$ cat src/rtl/ad_ip_jesd204_tpl_adc_capture_ctrl.sv
`default_nettype none
// +--------------------------------------------------------------------------+
// | ad_ip_jesd204_tpl_adc_capture_ctrl: arm/resync/trigger/SOF capture gate   |
// | for the JESD204 TPL ADC path.                        Revision: 1.0        |
// +--------------------------------------------------------------------------+
module ad_ip_jesd204_tpl_adc_capture_ctrl #(
  parameter int NUM_CHANNELS    = 4,
  parameter int OCTETS_PER_BEAT = 4,
  parameter int LENGTH_WIDTH    = 32,
  parameter int SYNC_MIN_CYCLES = 4
) (
  input  logic                       clk,
  input  logic                       resetn,
  input  logic                       cfg_arm,
  input  logic                       cfg_abort,
  input  logic                       cfg_resync,
  input  logic [1:0]                 cfg_trig_mode,
  input  logic                       cfg_sw_trig,
  input  logic                       cfg_stop_on_ovf,
  input  logic [LENGTH_WIDTH-1:0]    cfg_length,
  input  logic                       trig_in,
  input  logic                       link_valid,
  input  logic [OCTETS_PER_BEAT-1:0] link_sof,
  input  logic [NUM_CHANNELS-1:0]    adc_valid_in,
  input  logic                       adc_dovf,
  input  logic                       adc_sync_status,
  output logic                       adc_sync,
  output logic [NUM_CHANNELS-1:0]    adc_valid_out,
  output logic                       capture_active,
  output logic                       status_busy,
  output logic                       status_done,
  output logic                       status_ovf,
  output logic [LENGTH_WIDTH-1:0]    status_beat_count,
  output logic [2:0]                 fsm_state
);

  typedef enum logic [2:0] {
    ST_IDLE     = 3'd0,
    ST_SYNC     = 3'd1,
    ST_ARMED    = 3'd2,
    ST_WAIT_SOF = 3'd3,
    ST_CAPTURE  = 3'd4,
    ST_DONE     = 3'd5,
    ST_ERROR    = 3'd6
  } state_t;

  localparam int SYNC_CNT_W = $clog2(SYNC_MIN_CYCLES + 1);
  localparam logic [SYNC_CNT_W-1:0] SYNC_LAST = SYNC_CNT_W'(SYNC_MIN_CYCLES - 1);

  state_t                  state_q, state_d;
  logic [SYNC_CNT_W-1:0]   sync_cnt_q, sync_cnt_d;
  logic [LENGTH_WIDTH-1:0] beat_cnt_q, beat_cnt_d;
  logic                    done_q, done_d;
  logic                    ovf_q, ovf_d;
  logic                    trig_meta_q, trig_sync_q, trig_prev_q;

  logic                    gate_open;
  logic                    beat;
  logic                    length_hit;
  logic                    ovf_hit;
  logic                    trig_edge;
  logic                    arm_ok;
  logic [LENGTH_WIDTH-1:0] beat_cnt_inc;

  // Only the first octet's SOF marks a frame start on a beat boundary.
  generate
    if (OCTETS_PER_BEAT > 1) begin : g_sof_unused
      logic unused_sof_hi;
      assign unused_sof_hi = ^link_sof[OCTETS_PER_BEAT-1:1];
    end
  endgenerate

  // trig_in is asynchronous; the synchroniser runs in every state so an
  // edge seen while not ARMED simply goes nowhere.
  always_ff @(posedge clk or negedge resetn) begin
    if (!resetn) begin
      trig_meta_q <= 1'b0;
      trig_sync_q <= 1'b0;
      trig_prev_q <= 1'b0;
    end else begin
      trig_meta_q <= trig_in;
      trig_sync_q <= trig_meta_q;
      trig_prev_q <= trig_sync_q;
    end
  end

  assign trig_edge = trig_sync_q & ~trig_prev_q;

  // The gate is combinational so the first SOF beat passes with zero latency.
  assign gate_open    = (state_q == ST_CAPTURE) |
                        ((state_q == ST_WAIT_SOF) & link_valid & link_sof[0]);
  assign beat         = gate_open & (|adc_valid_in);
  assign beat_cnt_inc = beat_cnt_q + LENGTH_WIDTH'(1);
  assign length_hit   = beat & (cfg_length != '0) & (beat_cnt_inc == cfg_length);
  assign ovf_hit      = gate_open & adc_dovf;
  assign arm_ok       = (state_q == ST_IDLE) | (state_q == ST_DONE) |
                        (state_q == ST_ERROR);

  always_comb begin
    state_d    = state_q;
    sync_cnt_d = sync_cnt_q;
    beat_cnt_d = beat_cnt_q;
    done_d     = done_q;
    ovf_d      = ovf_q;

    if (cfg_abort) begin
      state_d    = ST_IDLE;
      beat_cnt_d = '0;
      done_d     = 1'b0;
      ovf_d      = 1'b0;
    end else if (cfg_arm && arm_ok) begin
      state_d    = cfg_resync ? ST_SYNC : ST_ARMED;
      sync_cnt_d = '0;
      beat_cnt_d = '0;
      done_d     = 1'b0;
      ovf_d      = 1'b0;
    end else begin
      unique case (state_q)
        ST_SYNC: begin
          if (sync_cnt_q != SYNC_LAST) begin
            sync_cnt_d = sync_cnt_q + SYNC_CNT_W'(1);
          end else if (!adc_sync_status) begin
            state_d = ST_ARMED;
          end
        end
        ST_ARMED: begin
          unique case (cfg_trig_mode)
            2'd1:    if (trig_edge)   state_d = ST_WAIT_SOF;
            2'd2:    if (cfg_sw_trig) state_d = ST_WAIT_SOF;
            default: state_d = ST_WAIT_SOF;
          endcase
        end
        ST_WAIT_SOF, ST_CAPTURE: begin
          if (gate_open) begin
            state_d = ST_CAPTURE;
          end
          if (beat) begin
            beat_cnt_d = beat_cnt_inc;
          end
          if (length_hit) begin
            done_d  = 1'b1;
            state_d = ST_DONE;
          end
          // An overflow stop outranks a coincident length completion.
          if (ovf_hit) begin
            ovf_d = 1'b1;
            if (cfg_stop_on_ovf) begin
              state_d = ST_ERROR;
            end
          end
        end
        default: begin
          state_d = state_q;
        end
      endcase
    end
  end

  always_ff @(posedge clk or negedge resetn) begin
    if (!resetn) begin
      state_q    <= ST_IDLE;
      sync_cnt_q <= '0;
      beat_cnt_q <= '0;
      done_q     <= 1'b0;
      ovf_q      <= 1'b0;
    end else begin
      state_q    <= state_d;
      sync_cnt_q <= sync_cnt_d;
      beat_cnt_q <= beat_cnt_d;
      done_q     <= done_d;
      ovf_q      <= ovf_d;
    end
  end

  assign adc_sync          = (state_q == ST_SYNC) & (sync_cnt_q == '0);
  assign adc_valid_out     = adc_valid_in & {NUM_CHANNELS{gate_open}};
  assign capture_active    = gate_open;
  assign status_busy       = ~arm_ok;
  assign status_done       = done_q;
  assign status_ovf        = ovf_q;
  assign status_beat_count = beat_cnt_q;
  assign fsm_state         = state_q;

endmodule
`default_nettype wire

$ cat config.mk
export PLATFORM = sky130hd
export DESIGN_NAME = ad_ip_jesd204_tpl_adc_capture_ctrl
export DESIGN_NICKNAME = d
export VERILOG_FILES = /design/src/rtl/ad_ip_jesd204_tpl_adc_capture_ctrl.sv
export SDC_FILE = /design/constraint.sdc
export NUM_CORES = 1
export LEC_CHECK = 0
export BUFFER_PORTS_ARGS = -buffer_cell sky130_fd_sc_hd__buf_2
export CELL_PAD_IN_SITES_DETAIL_PLACEMENT = 0
export CELL_PAD_IN_SITES_GLOBAL_PLACEMENT = 1
export CORE_MARGIN = 2
export CORE_UTILIZATION = 35
export CTS_CLUSTER_DIAMETER = 30
export DETAILED_ROUTE_END_ITERATION = 16
export PLACE_DENSITY = 0.76
export SLEW_MARGIN = 0
export SYNTH_ARGS = -nofsm -noshare
export SYNTH_HDL_FRONTEND = slang
export SYNTH_SLANG_ARGS = --single-unit
$ cat constraint.sdc
create_clock -name clk -period 2.47 [get_ports clk]
set_input_delay 0 -clock clk [delete_from_list [all_inputs] [get_ports clk]]
set_output_delay 0 -clock clk [all_outputs]
set_load 0.05 [all_outputs]
==> impl_metrics.env <==
export IMPL_crit_end="status_done$_DFFE_PN0P_"
export IMPL_yosys_top_cells_area="dfrtp_1 32%, xnor2_1 9.5%, xor2_1 9.5%"
export IMPL_drt_pass1_iterations=5
export IMPL_ys_flop_type="dfrtp_1"
export IMPL_power_mw=1.85
export IMPL_clkTransAtPathRegs_ns=0.08
export IMPL_crit_start="status_beat_count[13]$_DFFE_PN0P_"
export IMPL_path_buf_inv=1
export IMPL_die_x_microns=101
export IMPL_path_cells="nand4_1 -> buf_4 -> nor4_4 -> nand4_1 -> and2_1 -> a221oi_1 -> nand4_1 -> o31ai_1"
export IMPL_timing_rr_start="status_beat_count[13]$_DFFE_PN0P_"
export IMPL_nets=578
export IMPL_syn_num_nets=445
export IMPL_fmax_ghz=0.428
export IMPL_io_pins=97
export IMPL_wire_per_inst_microns=15.7
export IMPL_yosys_warnings=0
export IMPL_hold_depth=4
export IMPL_cts_sinks=43
export IMPL_detailedPlace_worstSlack_ns=0.0851
export IMPL_rows=35
export IMPL_worst_ep_arrival_time_ns=2.55
export IMPL_reg2reg_depth=8
export IMPL_start_kind="flop"
export IMPL_avgSynthCellArea_sq_um=8.56
export IMPL_grt_pass1_vias=3235
export IMPL_hold_class="in2reg"
export IMPL_drt_iter0_drc=124
export IMPL_hold_violations=0
export IMPL_fin_area_sq_um=4440
export IMPL_insertion_delay_ns=0.30
export IMPL_slew_headroom_pct=32.0
export IMPL_antenna_found_initial=0
export IMPL_drtAntennaViolNets=0
export IMPL_htreeDepth=2
export IMPL_diodes=0
export IMPL_place_congestion=0.942
export IMPL_cp_depth=8
export IMPL_post_synth_top_area_cell="dfrtp_1"
export IMPL_coreArea_sq_um=9240
export IMPL_crit_family="simple AND/OR/NAND/NOR gates"
export IMPL_final_util_pct=48.0
export IMPL_ys_seq_elements=43
export IMPL_drv_cap=0
export IMPL_fin_crit_ns=2.33
export IMPL_worst_pin_slew_ns=1.02
export IMPL_tritoncts="built"
export IMPL_routed_via_count=3373
export IMPL_synthToLayoutAreaGrowth_pct=33.5
export IMPL_power_density_nw_per_um2=417
export IMPL_placed_cell_area_sq_um=4180
export IMPL_track_usage_pct=20.4
export IMPL_setup_viol=0
export IMPL_synthDistinctLibCells=61
export IMPL_grt_max_degree=44
export IMPL_finalClockSkew_ns=0.00714
export IMPL_peakVddDrop_v=0.000189
export IMPL_synthArstFlopShare_pct=100
export IMPL_ys_seq_area_share_pct=32.4
export IMPL_end_kind="flop"
export IMPL_dp_hpwl_mm=8.24
export IMPL_syn_area_sq_um=3320
export IMPL_cp_max_fo=5
export IMPL_overflow=0
export IMPL_drv_slew=0
export IMPL_cts_root_buf="clkbuf_8"
export IMPL_critPathRequiredTime_ns=2.68
export IMPL_n_fill_cell=946
export IMPL_finalCritPeriodShare_pct=94.5
export IMPL_crit_path_frequent_cell="nand4_1"
export IMPL_synth_edff_count=0
export IMPL_setup_tns_ns=0
export IMPL_cpPeakStageDelay_ns=0.42
export IMPL_dieArea_sq_um=10300
export IMPL_grt_pass1_wl_mm=16.3
export IMPL_synth_top_area_share_pct=32.4
export IMPL_finalWorstSetupSlack_ns=0.135
export IMPL_die_y_microns=101
export IMPL_wirelength_mm=10.2
export IMPL_synth_cells=388
export IMPL_p_leak_nw=2.04
export IMPL_cts_buffers=5
export IMPL_critPathKind="reg2reg"
export IMPL_ff2ff_setup_slack_ns=0.14
export IMPL_vias_per_cell=5.18
export IMPL_io_buffers=93
export IMPL_r2r_end="status_done$_DFFE_PN0P_"
export IMPL_drc=0
export IMPL_cts_max_path_buffers=2
export IMPL_status="complete, no violations"
export IMPL_cp_slowest_cell="dfrtp_1"
export IMPL_initial_core_util_pct=36.0
export IMPL_drive_above_1_share_pct=36.0
## power breakdown
| group | switching, mW | internal (mW) | total, mW |
|---|---|---|---|
| clock | 0.244 | 0.226 | 0.470 |
| sequential | 0.0259 | 0.734 | 0.760 |
| combinational | 0.402 | 0.218 | 0.620 |
## cells by family (layout without fill, tap and decap cells)
kind of cell / count (synthesis) / count (layout) / synth area share [%]
AO/OA/AOI/OAI: 56 / 56 / 11.2
XOR/XNOR: 72 / 72 / 19.0
adder cells (fa/ha/maj): 6 / 6 / 2.11
buffers and inverters: 27 / 161 / 3.80
flip-flops: 43 / 43 / 32.4
multiplexers: 2 / 2 / 0.602
AND/OR/NAND/NOR: 182 / 182 / 30.9
## cell usage after synthesis (2+ instances only)
| cell | instances |
|---|---|
| a211oi_1 | 2 |
| a21oi_1 | 16 |
| a22o_1 | 2 |
| a31o_2 | 2 |
| a31oi_1 | 2 |
| and2_1 | 8 |
| and3_1 | 3 |
| and3_2 | 2 |
| buf_2 | 4 |
| buf_4 | 2 |
| clkbuf_1 | 6 |
| clkbuf_2 | 2 |
| dfrtp_1 | 43 |
| ha_1 | 4 |
| inv_1 | 12 |
| maj3_1 | 2 |
| mux2i_1 | 2 |
| nand2_1 | 33 |
| nand2b_1 | 4 |
| nand3_1 | 11 |
| nand4_1 | 15 |
| nand4_2 | 2 |
| nor2_1 | 41 |
| nor2b_1 | 3 |
| nor3_1 | 13 |
| nor3b_1 | 2 |
| nor4_1 | 15 |
| o2111ai_1 | 5 |
| o21ai_0 | 12 |
| o22ai_1 | 3 |
| o31ai_1 | 2 |
| or2_2 | 4 |
| or3_1 | 11 |
| xnor2_1 | 36 |
| xor2_1 | 36 |
## sequential cells by signal (all words and copies together), names as in the netlist
signal	count
trig_sync_q	1
sync_cnt_q	3
status_ovf	1
trig_prev_q	1
status_beat_count	32
status_done	1
fsm_state	3
trig_meta_q	1
## cell usage in the layout (no fill, tap or decap), types with 3 or more instances in the layout
cell type,netlist,routed
a21oi_1,16,16
dfrtp_1,43,28
clkbuf_8,1,6
dfrtp_2,0,15
nand2_1,33,33
and3_1,3,3
nand4_1,15,15
buf_4,2,43
inv_1,12,11
nand2b_1,4,4
dlygate4sd3_1,0,4
o2111ai_1,5,5
ha_1,4,3
nor2_1,41,41
nor2b_1,3,3
buf_2,4,93
and2_1,8,7
nor4_1,15,12
xor2_1,36,36
nand3_1,11,10
or2_2,4,3
o22ai_1,3,3
or3_1,11,11
xnor2_1,36,35
nor4_4,1,4
nor3_1,13,12
o21ai_0,12,12
## repair_timing
action / 4_1_cts / 5_1_grt
setup buffers: 0 / 7
endpoints found under the hold margin: 46 / 0
gates resized for setup: 0 / 14
setup endpoints to repair: 0 / 4
hold buffers: 4 / 0
## worst min path at each step
stage                 start                  endpoint  slack [ns]
CTS                 cfg_arm   status_done$_DFFE_PN0P_        0.11
finish              cfg_arm   status_done$_DFFE_PN0P_        0.14
detailed placement  trig_in     trig_meta_q$_DFF_PN0_        0.11
global placement    trig_in     trig_meta_q$_DFF_PN0_        0.11
global route        cfg_arm   status_done$_DFFE_PN0P_        0.12
floorplan            resetn  fsm_state[0]$_DFFE_PN0P_       -0.30
## metrics by stage
step / cells / hold slack, ns
floorplan: 388 / -0.296
global placement: 632 / 0.113
detailed placement: 632 / 0.110
CTS: 644 / 0.113
global route: 651 / 0.125
finish: 651 / 0.140
## routing by layer
| layer | share of wire (%) | vias up | global-route usage [%] |
|---|---|---|---|
| met5 | 0 | - | 0 |
| met4 | 1.9 | 0 | 5.72 |
| met3 | 6.2 | 14 | 3.11 |
| met2 | 48 | 108 | 35.5 |
| met1 | 44 | 1604 | 26.3 |
| li1 | - | 1647 | - |
## area by class of cell
class	instances	area (sq um)	area share, %
clock inverters	1	5.00	0.113
clock buffers	7	86.3	1.95
flip-flops and latches	43	1090	24.7
repair buffers	141	840	18.9
inverters	12	45.0	1.01
well taps	129	161	3.64
multi-input cells	318	2210	49.7
## worst reg2reg max path, stage by stage (launching register included)
cell      delay [ns]
dfrtp_1         0.42
nand4_1         0.19
buf_4           0.20
nor4_4          0.33
nand4_1         0.15
and2_1          0.18
a221oi_1        0.31
nand4_1         0.20
o31ai_1         0.27
Power figures use the tool's default switching activity.
